File: src/rtl/cache_pkg.sv
// Shared definitions for the cache arbiter: bus width defaults, FSM states, cache geometry.
package cache_pkg;

  localparam int CACHE_ADDR_W = 32;
  localparam int CACHE_DATA_W = 32;

  // Direct-mapped cache geometry: tag | index | word offset
  localparam int TAG_W    = 21;
  localparam int INDEX_W  = 6;
  localparam int OFFSET_W = 3;

  typedef enum logic [1:0] {
    ST_IDLE,
    ST_BUSY,
    ST_RELEASE
  } arb_state_t;

endpackage

File: src/rtl/cache_arb_pick.sv
// Winner selection between the instruction-fetch and data ports.
// Define CACHE_ARB_ROUND_ROBIN_EN for round-robin; otherwise DM has fixed priority.
module cache_arb_pick
  import cache_pkg::*;
(
  input  logic clk,
  input  logic rst,
  input  logic grant_en,
  input  logic if_req,
  input  logic dm_req,
  output logic pick_dm
);

`ifdef CACHE_ARB_ROUND_ROBIN_EN
  // Remembers which port was served last; reset value means "IF served last".
  logic last_dm_reg;

  always_ff @(posedge clk or posedge rst) begin
    if (rst) begin
      last_dm_reg <= 1'b0;
    end else if (grant_en) begin
      last_dm_reg <= pick_dm;
    end
  end

  assign pick_dm = dm_req & (~if_req | ~last_dm_reg);
`else
  logic unused_rr;
  assign unused_rr = &{1'b0, clk, rst, grant_en, if_req};

  assign pick_dm = dm_req;
`endif

endmodule

File: src/rtl/cache_arbiter.sv
// Two-port (IF / DM) arbiter in front of a single-ported cache with a done handshake.
// Round-robin selection is enabled by defining CACHE_ARB_ROUND_ROBIN_EN.
module cache_arbiter
  import cache_pkg::*;
#(
  parameter int ADDR_W = CACHE_ADDR_W,
  parameter int DATA_W = CACHE_DATA_W
) (
  input  logic              clk,
  input  logic              rst,
  input  logic              if_req,
  input  logic [ADDR_W-1:0] if_addr,
  output logic [DATA_W-1:0] if_rdata,
  output logic              if_done,
  input  logic              dm_read_en,
  input  logic              dm_write_en,
  input  logic [ADDR_W-1:0] dm_addr,
  input  logic [DATA_W-1:0] dm_wdata,
  output logic [DATA_W-1:0] dm_rdata,
  output logic              dm_done,
  output logic              CPU_read_en,
  output logic              CPU_write_en,
  output logic [ADDR_W-1:0] CPU_addr,
  output logic [DATA_W-1:0] CPU_write_din,
  input  logic [DATA_W-1:0] CPU_read_dout,
  input  logic              cache_done,
  output logic [1:0]        grant
);

  arb_state_t state_reg, state_next;

  logic              rd_en_reg, wr_en_reg;
  logic [ADDR_W-1:0] addr_reg;
  logic [DATA_W-1:0] wdata_reg;
  logic [DATA_W-1:0] if_rdata_reg, dm_rdata_reg;
  logic              if_done_reg, dm_done_reg;
  logic [1:0]        grant_reg;

  logic              dm_req;
  logic              pick_dm;
  logic              start, finish;
  logic              sel_write;
  logic [ADDR_W-1:0] sel_addr;

  // Requesters are word-addressed on the cache side; byte lanes are dropped.
  logic unused_byte_bits;
  assign unused_byte_bits = &{1'b0, if_addr[1:0], dm_addr[1:0]};

  assign dm_req    = dm_read_en | dm_write_en;
  assign sel_write = pick_dm & dm_write_en;
  assign sel_addr  = pick_dm ? dm_addr : if_addr;

  cache_arb_pick u_pick (
    .clk      (clk),
    .rst      (rst),
    .grant_en (start),
    .if_req   (if_req),
    .dm_req   (dm_req),
    .pick_dm  (pick_dm)
  );

  always_ff @(posedge clk or posedge rst) begin
    if (rst) begin
      state_reg <= ST_IDLE;
    end else begin
      state_reg <= state_next;
    end
  end

  always_comb begin
    state_next = state_reg;
    start      = 1'b0;
    finish     = 1'b0;
    case (state_reg)
      ST_IDLE: begin
        if (if_req | dm_req) begin
          start      = 1'b1;
          state_next = ST_BUSY;
        end
      end
      ST_BUSY: begin
        if (cache_done) begin
          finish     = 1'b1;
          state_next = ST_RELEASE;
        end
      end
      ST_RELEASE: state_next = ST_IDLE;
      default:    state_next = ST_IDLE;
    endcase
  end

  always_ff @(posedge clk or posedge rst) begin
    if (rst) begin
      rd_en_reg    <= 1'b0;
      wr_en_reg    <= 1'b0;
      addr_reg     <= '0;
      wdata_reg    <= '0;
      if_rdata_reg <= '0;
      dm_rdata_reg <= '0;
      if_done_reg  <= 1'b0;
      dm_done_reg  <= 1'b0;
      grant_reg    <= 2'b00;
    end else begin
      if_done_reg <= 1'b0;
      dm_done_reg <= 1'b0;
      if (start) begin
        addr_reg  <= {sel_addr[ADDR_W-1:2], 2'b00};
        wdata_reg <= pick_dm ? dm_wdata : '0;
        rd_en_reg <= ~sel_write;
        wr_en_reg <= sel_write;
        grant_reg <= pick_dm ? 2'b10 : 2'b01;
      end
      // grant_reg still names the owner on the completing edge
      if (finish) begin
        rd_en_reg <= 1'b0;
        wr_en_reg <= 1'b0;
        grant_reg <= 2'b00;
        if (grant_reg[1]) begin
          dm_done_reg <= 1'b1;
          if (rd_en_reg) dm_rdata_reg <= CPU_read_dout;
        end else begin
          if_done_reg <= 1'b1;
          if (rd_en_reg) if_rdata_reg <= CPU_read_dout;
        end
      end
    end
  end

  assign CPU_read_en   = rd_en_reg;
  assign CPU_write_en  = wr_en_reg;
  assign CPU_addr      = addr_reg;
  assign CPU_write_din = wdata_reg;
  assign if_rdata      = if_rdata_reg;
  assign dm_rdata      = dm_rdata_reg;
  assign if_done       = if_done_reg;
  assign dm_done       = dm_done_reg;
  assign grant         = grant_reg;

endmodule

File: config.mk
export PLATFORM = sky130hd
export DESIGN_NAME = cache_arbiter
export DESIGN_NICKNAME = d
export VERILOG_FILES = /design/src/rtl/cache_pkg.sv /design/src/rtl/cache_arb_pick.sv /design/src/rtl/cache_arbiter.sv
export SDC_FILE = /design/constraint.sdc
export NUM_CORES = 1
export LEC_CHECK = 0
export BUFFER_PORTS_ARGS = -buffer_cell sky130_fd_sc_hd__buf_2
export CAP_MARGIN = 20
export CELL_PAD_IN_SITES_DETAIL_PLACEMENT = 1
export CELL_PAD_IN_SITES_GLOBAL_PLACEMENT = 1
export CORE_MARGIN = 8
export CORE_UTILIZATION = 30
export CTS_CLUSTER_SIZE = 12
export DETAILED_ROUTE_END_ITERATION = 10
export PLACE_DENSITY_LB_ADDON = 0.1
export SLEW_MARGIN = 20
export SYNTH_ARGS = -nofsm -noshare
export SYNTH_HDL_FRONTEND = slang
export SYNTH_SLANG_ARGS = --single-unit
File: constraint.sdc
create_clock -name clk -period 4.1 [get_ports clk]
set_input_delay 0.82 -clock clk [delete_from_list [all_inputs] [get_ports clk]]
set_output_delay 0.82 -clock clk [all_outputs]
set_load 0.02 [all_outputs]
# Word level (Yosys, flattened, before mapping)
# Cells that the tools add are included.
# word_totals
elab_cells,43
reg_bits,134
in_bits,134
# op_classes
n_eq_ne,3
bitwise,5
mux,20
n_reduce_logical,5
# ops
operator,count
$mux 32,2
$mux 1,12
$mux 2,5
$reduce_and 3->1,2
$ne 2x2->1 const B,2
$pmux 2 s2,1
$eq 2x1->1 const B,1
$logic_not 2->1,1
$not 1->1,2
$or 1x1->1,2
$reduce_and 2->1,1
$reduce_bool 2->1,1
$and 1x1->1,1

# Logic depth before layout (Yosys ltp)
# Gate-level depths: netlist of the first run.
# logic_depth
word_depth,6
depth_mapped,5

# Modules after synthesis
# A second synthesis of the first run with hierarchy kept.
# unflattened
hier_cells,446
hier_area_um2,5499.0
# by_module_without_submodules
module,cells_each,n_inst,area_each_um2
cache_arbiter,445,1,5491.5
cache_arb_pick,1,1,7.5

# Worst setup path before layout of the first run
# OpenSTA, ideal clock, no wires.
# synth_timing
path_kind,input to register
start,in dm_write_en
end,"reg addr_reg[10], in the netlist CPU_addr[10]"
setup_ns,0.125
required_time_ns,3.975
stages,4
path_slack_ns,2.126
n_path_buf,1
arrival_time_ns,1.849
path_cell_list,nor2_1 buf_2 mux2_2 mux2_2
# synth_between
elab_chain_len,4
# synth_lines
element,line,source
start: declaration,cache_arbiter.sv:16,"input logic dm_write_en,"
$or 1x1->1 *,cache_arbiter.sv:49,assign dm_req = dm_read_en | dm_write_en;
$or 1x1->1,cache_arbiter.sv:76,if (if_req | dm_req) begin
$mux 1,cache_arbiter.sv:76,
$mux 1,cache_arbiter.sv:74,case (state_reg)
end signal: assignment,cache_arbiter.sv:107,"addr_reg <= {sel_addr[ADDR_W-1:2], 2'b00};"
end: declaration,cache_arbiter.sv:33,logic [ADDR_W-1:0] addr_reg;
# Every way passes the cells marked *; elsewhere a longest branch is shown, timed or not.
# A chain may end at the register's enable or synchronous reset.

# Worst setup path in the final report of the first run
# layout_timing
start,in cache_done
end,"reg dm_rdata_reg[31], in the netlist dm_rdata[31]"
# layout_between
elab_chain_len,3
# layout_lines
element,line,source
start: declaration,cache_arbiter.sv:26,"input logic cache_done,"
$mux 1,cache_arbiter.sv:82,if (cache_done) begin
$mux 1,cache_arbiter.sv:74,
$reduce_and 3->1 (no line),-,
end signal: assignment,cache_arbiter.sv:120,if (rd_en_reg) dm_rdata_reg <= CPU_read_dout;
end: declaration,cache_arbiter.sv:35,"logic [DATA_W-1:0] if_rdata_reg, dm_rdata_reg;"
# Every way passes these cells.

==> results of run 1 <==
-- how the worst max path moves through the flow --
stage                   endpoint  slack [ns]  cells after the start
floorplan           CPU_addr[10]        1.61                      1
global placement    dm_rdata[30]        1.42                      5
detailed placement  dm_rdata[31]        1.36                      5
CTS                 dm_rdata[31]        1.78                      4
global route        dm_rdata[30]        1.69                      4
finish              dm_rdata[31]        1.85                      5
-- final cells by class --
type | count | area (sq um)
flip-flops and latches | 134 | 3350
diodes | 1 | 2.50
clock inverters | 14 | 178
repair buffers | 267 | 1370
well taps | 225 | 282
inverters | 2 | 11.3
multi-input cells | 176 | 1850
fillers | 1863 | 9830
clock buffers | 17 | 425
-- routing by layer --
| metal | wire [um] | vias up | global-route usage, % |
|---|---|---|---|
| li1 | - | 1729 | - |
| met1 | 6240 | 1881 | 15.8 |
| met2 | 7730 | 155 | 23.7 |
| met3 | 1510 | 18 | 6.34 |
| met4 | 221 | 0 | 5.15 |
| met5 | 0 | - | 0 |
-- cell families after synthesis --
family / after synthesis / share of synthesized area (%)
flops: 134 / 63.1
mux: 126 / 26.7
compound gates: 36 / 5.84
buf+inv: 23 / 2.52
simple gates: 12 / 1.77
other cells: 1 / 0.0706
-- report_power, final --
group | leakage, nW | switching, W | internal, W
combinational | 1.82 | 0.00161 | 0.00113
clock | 0.288 | 0.000588 | 0.000961
sequential | 1.63 | 0.000326 | 0.00197
-- stage by stage --
stage          hold slack, ns  cells
2_1_floorplan           0.550    333
3_3_place_gp            0.467    804
3_5_place_dp            0.472    804
4_1_cts                 0.487    835
5_1_grt                 0.504    836
6_report                0.488    836
-- cells in the final DEF (no fill, tap or decap), types with 4 or more instances in the layout --
cell,synthesis,routed
a22o_1,32,32
buf_2,14,261
buf_4,2,4
clkbuf_16,0,17
clkinvlp_4,0,4
dfrtp_1,134,134
mux2_1,4,4
mux2_2,121,121
==> flow_summary.yaml, run 1 <==
clocking:
  post_cts_resized: 0
  cts_tree: "yes"
  cts.clk_slew.worst_paths_ns: 0.06
  cts_buffers: 17
  htreeDepth: 4
  post_cts.repair.setup_buffers: 0
  clock_latency_ns: 0.41
  postCtsHoldBufs: 0
  cts.path.max_buffers: 2
  cts_sinks: 134
  cts-root-buf: "clkbuf_16"
critical_path:
  criticalPathCategory: "input pin to register"
  rrSetupSlack_ns: 1.86
  cpLargestDelayFamily: "simple AND/OR/NAND/NOR gates"
  startpoint: "cache_done"
  reg2regPathDepth: 4
  reg2reg_to: "dm_rdata[31]"
  start_kind: "input pin"
  cp_max_fo: 32
  crit_chain: "buf_2 -> nand3b_4 -> inv_2 -> nand3_2 -> mux2_1"
  cp_slowest_stage_delay_ns: 0.71
  slowest_stage: "nand3_2"
  worstPathRequired_ns: 4.38
  reg2reg_from: "state_reg[1]"
  cp.buffers_inverters: 2
  cp-end-kind: "register"
  worstPathArrival_ns: 2.53
floorplan:
  initial_core_util_pct: 30.7
  pin_count: 268
  die_w_um: 149
  core_area_sq_um: 17300
  die_area_sq_um: 22200
  die_h_um: 149
  row_count: 48
synth:
  ys_warn_count: 0
  synth-seq-cells: 134
  synth_cell_type_count: 23
  synth_top_area_share_pct: 63.1
  synth_top_cell_by_area: "dfrtp_1"
  synth_area_leaders: "dfrtp_1, mux2_2, a22o_1"
  syn_area_per_cell_sq_um: 16.0
  netlist_top_cells_count: "dfrtp_1, mux2_2, a22o_1"
  synth_cells: 332
  async_flop_share_pct: 100
  syn_area_sq_um: 5310
  yosysSeqAreaShare_pct: 63.1
  yosysMostFrequentCell: "dfrtp_1"
  synth_edf_count: 0
  synthFlopType: "dfrtp_1"
hold_path:
  min_to: "if_rdata[28]"
  hp-start: "if_rdata[28]"
  hp-class: "register to register"
  holdPathStages: 1
timing:
  setup_ws_ns: 1.85
  skew_ns: 0.00729
  hold_viol: 0
  setup_tns_ns: 0
  period_needed_ns: 2.25
  rsz0062_at_grt: "false"
  setup_viol: 0
  min_period_over_period_pct: 54.9
  slew_headroom_pct: 37.6
  worst_slew_pin_slew_ns: 0.935
  finalMaxSlewViolations: 0
  timing.fmax_ghz: 0.445
place:
  io_buffers: 261
  place_area_sq_um: 6860
  globalplace.congestion: 0.684
  dp_hpwl_um: 11900
  pre_cts_slack_ns: 1.36
global_route:
  grt_usage_pct: 14.2
  grt_antenna_before_repair: 1
  grt_max_degree: 83
  grt_pass1_vias: 4301
  grt_pass1_wl_um: 24400
  grt-ovfl-total: 0
status:
  run_status: "finished, final reports clean"
detailed_routing:
  drt_wl_total_um: 15700
  first_iter_violations: 75
  wl_per_cell_um: 18.8
  first_pass_iters: 4
  vias_per_cell: 4.53
  drc: 0
  ant_nets: 0
  routed-via-count: 3783
power_and_ir_drop:
  powerDensity_nw_per_um2: 881
  power.total_w: 0.00658
  irDropWorstVdd_mv: 0.298
  p_leak_nw: 3.74
layout:
  syn_to_final_growth_pct: 40.6
  final_nets: 732
  drive_gt1_share_pct: 70.3
  design_area_sq_um: 7470
  postLayoutCoreUtil_pct: 43.2
flow_run:
  maxCapViolCount: 0
Note: power is estimated with default switching activity, not from simulation.
==> run 2: changes to the inputs <==
- clock period: 4.1 -> 2.05 ns (I/O delays scaled with it)
==> run 2 against run 1 <==
Hold slack worse by 0.38 ns. Cell area up 1.6%. Critical path depth down 1. Final cell count up 0.36%. Wire length up 2.9%. First-iteration DRC count up 28%.
==> flow_summary.yaml, run 2 (synthesis gave the netlist of run 1 again) <==
flow_run:
  maxCapViolCount: 0
global_route:
  grt-ovfl-total: 0
  grt_max_degree: 81
  grt_pass1_wl_um: 25100
  grt_pass1_vias: 4401
  grt_antenna_before_repair: 3
  grt_usage_pct: 14.6
power_and_ir_drop:
  power.total_w: 0.0134
  powerDensity_nw_per_um2: 1770
  irDropWorstVdd_mv: 0.800
  p_leak_nw: 3.79
layout:
  drive_gt1_share_pct: 70.5
  layout_common_cells: "buf_2, dfrtp_1, mux2_2, a22o_1, clkbuf_16"
  postLayoutCoreUtil_pct: 43.9
  final_common_cell: "buf_2"
  instances_no_fill: 839
  final_nets: 734
  syn_to_final_growth_pct: 42.8
detailed_routing:
  vias_per_cell: 4.58
  first_pass_iters: 4
  ant_nets: 0
  drt_wl_total_um: 16100
  first_iter_violations: 96
  wl_per_cell_um: 19.2
  routed-via-count: 3846
  drc: 0
critical_path:
  criticalPathCategory: "register to register"
  start_kind: "register"
  cp_max_fo: 32
  worstPathRequired_ns: 2.33
  cp-end-kind: "register"
  worstPathArrival_ns: 1.97
timing:
  rsz0062_at_grt: "false"
  finalMaxSlewViolations: 0
  skew_ns: 0.00885
  hold_viol: 0
  period_needed_ns: 1.68
  setup_tns_ns: 0
  holdWs_ns: 0.107
  timing.fmax_ghz: 0.594
  min_period_over_period_pct: 82.1
  setup_viol: 0
floorplan:
  die_w_um: 149
  die_h_um: 149
  core_area_sq_um: 17300
  pin_count: 268
  initial_core_util_pct: 30.7
  row_count: 48
  die_area_sq_um: 22200
place:
  globalplace.congestion: 0.698
  io_buffers: 261
  placed_cells: 806
  dp_hpwl_um: 12100
clocking:
  postCtsHoldBufs: 0
  clock_latency_ns: 0.41
  cts_tree: "yes"
  cts-root-buf: "clkbuf_16"
  cts_sinks: 134
  cts_buffers: 17
  post_cts.repair.setup_buffers: 0
  cts.path.max_buffers: 2
  htreeDepth: 4
  cts.clk_slew.worst_paths_ns: 0.06
  post_cts_resized: 0
status:
  run_status: "finished, final reports clean"
hold_path:
  hp-class: "input pin to asynchronous set/reset pin"
## run 2: area by class of cell
class,instances,area [sq um]
timing repair buffer,269,1440
multi-input combinational,176,1850
tap,225,282
clock buffer,19,453
clock inverter,13,195
inverter,2,11.3
fill,1905,9710
sequential,134,3350
antenna,1,2.50
## run 2: worst paths after layout
path / from / endpoint / slack, ns / cells after the start
setup reg to reg: state_reg[1] / if_rdata[31] / 0.37 / 4
hold reg to reg: if_rdata[28] / if_rdata[28] / 0.49 / 1
max in group asynchronous: rst / CPU_addr[12] / 1.54 / 3
hold / removal: rst / CPU_write_din[5] / 0.11 / 3
min in group clk: dm_wdata[31] / CPU_write_din[31] / 0.22 / 2
setup / recovery: state_reg[1] / if_rdata[31] / 0.37 / 4
## run 2: critical path, stage by stage (launching register included)
cell	delay [ns]
dfrtp_1	0.43
nand3b_4	0.25
nor3b_4	0.26
buf_12	0.24
mux2_2	0.36
## run 2: report_power, final
group / switching [W] / internal (W) / leakage [nW]
logic: 0.00321 / 0.00230 / 1.85
registers: 0.000652 / 0.00394 / 1.63
clock network: 0.00119 / 0.00212 / 0.312
## run 2: metrics by stage
| step | setup WS, ns | cell area, sq um |
|---|---|---|
| after floorplan | -0.0252 | 5320 |
| after global placement | 0.276 | 6940 |
| after detailed placement | 0.233 | 6940 |
| after CTS | 0.352 | 7590 |
| after global routing | 0.295 | 7590 |
| final | 0.367 | 7590 |
## run 2: layer usage
metal	global-route usage, %	part of all wire (%)
met1	16.3	40
met3	7.16	9.3
met4	5.30	1.7
met5	0	0.16
met2	23.7	49
==> run 3: changes to the inputs <==
- ABC_AREA: default -> 1
- CORE_UTILIZATION: 30 -> 29
- clock period: 2.05 -> 1.4 ns (I/O delays scaled with it)
==> run 3 against run 2 <==
Synthesized area is 6.1% higher. Sequential cell count stayed put. Worst setup slack got worse by 0.29 ns. Cell area up 4.0%. Critical path type is now register to output pin.
==> flow_summary.yaml, run 3 <==
detailed_routing:
  routed.top_layer: "met5"
  routed-via-count: 5376
  wl_met3_um: 1730
  ant_nets: 0
  wl_met2_um: 9780
  wl_per_cell_um: 16.3
  drt_wl_total_um: 19800
  vias_per_cell: 4.42
  drc: 0
  wl_met1_um: 8010
  first_pass_iters: 4
  first_iter_violations: 185
synth:
  synth_area_leaders: "dfrtp_1, nand2_1, nand3_1"
  yosysMostFrequentCell: "nand2_1"
  muxShareOfSynthArea_pct: 0
  synth_top_area_share_pct: 59.5
  async_flop_share_pct: 100
  yosysSeqAreaShare_pct: 59.5
  synth_edf_count: 0
  synth_xor_area_share_pct: 0
  synth_top_cell_by_area: "dfrtp_1"
  synth-seq-cells: 134
  syn_area_per_cell_sq_um: 8.29
  synth_cells: 680
  synth_cell_type_count: 18
  synth-adder-area-share_pct: 0
  yosys.area_share.simple_pct: 32.6
  synth_top_family_by_area: "simple AND/OR/NAND/NOR gates"
  ys_warn_count: 0
  netlist_top_cells_count: "nand2_1, dfrtp_1, nand3_1"
  synthFlopType: "dfrtp_1"
  synth_compound_area_share_pct: 2.93
  syn_area_sq_um: 5630
critical_path:
  slowest_stage: "dfrtp_1"
  cp-end-kind: "output pin"
  worstPathRequired_ns: 1.12
  cp.buffers_inverters: 1
  start_kind: "register"
  cp_slowest_stage_delay_ns: 0.41
  worstPathArrival_ns: 1.04
  criticalPathCategory: "register to output pin"
  crit_chain: "buf_2"
  cp_max_fo: 5
  cpLargestDelayFamily: "flip-flops"
floorplan:
  core_area_sq_um: 19300
  row_count: 51
  die_h_um: 155
  initial_core_util_pct: 29.2
  die_area_sq_um: 24100
  die_w_um: 155
  pin_count: 268
timing:
  rsz0062_at_grt: "false"
  setup_viol: 0
  hold_viol: 0
  timing.fmax_ghz: 0.756
  period_needed_ns: 1.32
  setup_ws_ns: 0.0780
  min_period_over_period_pct: 94.4
  skew_ns: 0.0114
  finalMaxSlewViolations: 0
status:
  run_status: "finished, final reports clean"
global_route:
  grt_pass1_wl_um: 32100
  grt_usage_pct: 16.8
  grt_pass1_vias: 6152
  grt_antenna_before_repair: 2
  grt-ovfl-total: 0
  grt_max_degree: 76
place:
  io_buffers: 261
  pre_cts_slack_ns: 0.0937
  placed_cells: 1184
  dp_hpwl_um: 14900
  globalplace.congestion: 0.823
layout:
  drive_gt1_share_pct: 33.5
  final_common_cell: "nand2_1"
  syn_to_final_growth_pct: 40.1
  final_nets: 1073
  diodes: 0
  layout_common_cells: "nand2_1, buf_2, dfrtp_1, nand3_1, o21ai_0"
  instances_no_fill: 1217
  postLayoutCoreUtil_pct: 41.0
clocking:
  cts.clk_slew.worst_paths_ns: 0.06
  cts_sinks: 134
  cts.path.max_buffers: 2
  clock_latency_ns: 0.42
  cts_buffers: 17
  post_cts.repair.setup_buffers: 0
  cts_tree: "yes"
  cts-root-buf: "clkbuf_16"
  htreeDepth: 4
power_and_ir_drop:
  p_leak_nw: 4.56
  powerDensity_nw_per_um2: 2510
  irDropWorstVdd_mv: 0.905
flow_run:
  maxCapViolCount: 0
hold_path:
  hp-class: "input pin to register"
[run 3: final cells by class]
type	count	area, sq um
Fill cell	2405	11400
Sequential cell	134	3350
Multi-Input combinational cell	499	2010
Timing Repair Buffer	279	1560
Clock buffer	19	433
Tap cell	265	332
Clock inverter	13	173
Inverter	8	33.8
[run 3: final timing paths]
path / to / startpoint / depth (start not counted) / slack (ns)
max: grant[1] / grant[1] / 1 / 0.08
min: dm_rdata[12] / CPU_read_dout[12] / 3 / 0.08
max reg2reg: CPU_write_din[24] / state_reg[0] / 5 / 0.12
min reg2reg: CPU_write_din[13] / CPU_write_din[13] / 2 / 0.46
max in group asynchronous: if_rdata[19] / rst / 4 / 0.50
min in group asynchronous: CPU_addr[21] / rst / 4 / 0.52
[run 3: cell families after synthesis]
| family | Yosys count |
|---|---|
| flops | 134 |
| simple gates | 464 |
| compound gates | 33 |
| other cells | 1 |
| buf+inv | 48 |
[run 3: tightest hold or removal path: cells and delay by family]
family	cells	cell delay, ns
AND/OR/NAND/NOR	2	0.10
buffers and inverters	1	0.09
[run 3: timing repair]
action / in CTS / in global routing
resized for setup: 0 / 1
endpoints found under the hold margin: 26 / 0
hold buffers: 1 / 0
setup endpoints to repair: 0 / 2
[run 3: routing by layer]
metal | vias up | track usage [%]
met4 | 4 | 5.59
met5 | - | 0
met2 | 174 | 29.2
met1 | 2564 | 18.4
met3 | 25 | 6.52
li1 | 2609 | -
[run 3: power breakdown]
part / switching [W] / internal [W]
combinational: 0.00576 / 0.00267
clock: 0.00177 / 0.00283
sequential: 0.00105 / 0.00574
total: 0.00858 / 0.0112
[run 3: through the flow]
stage                     TNS (ns)  instance area (sq um)  hold slack (ns)  total power (W)
after floorplan             -73.05                   5640            0.387           0.0119
after global placement           0                   7270            0.425           0.0152
after detailed placement         0                   7270            0.429           0.0155
after CTS                        0                   7890           0.0579           0.0202
after global routing             0                   7890           0.0725           0.0213
final                            0                   7890           0.0817           0.0198
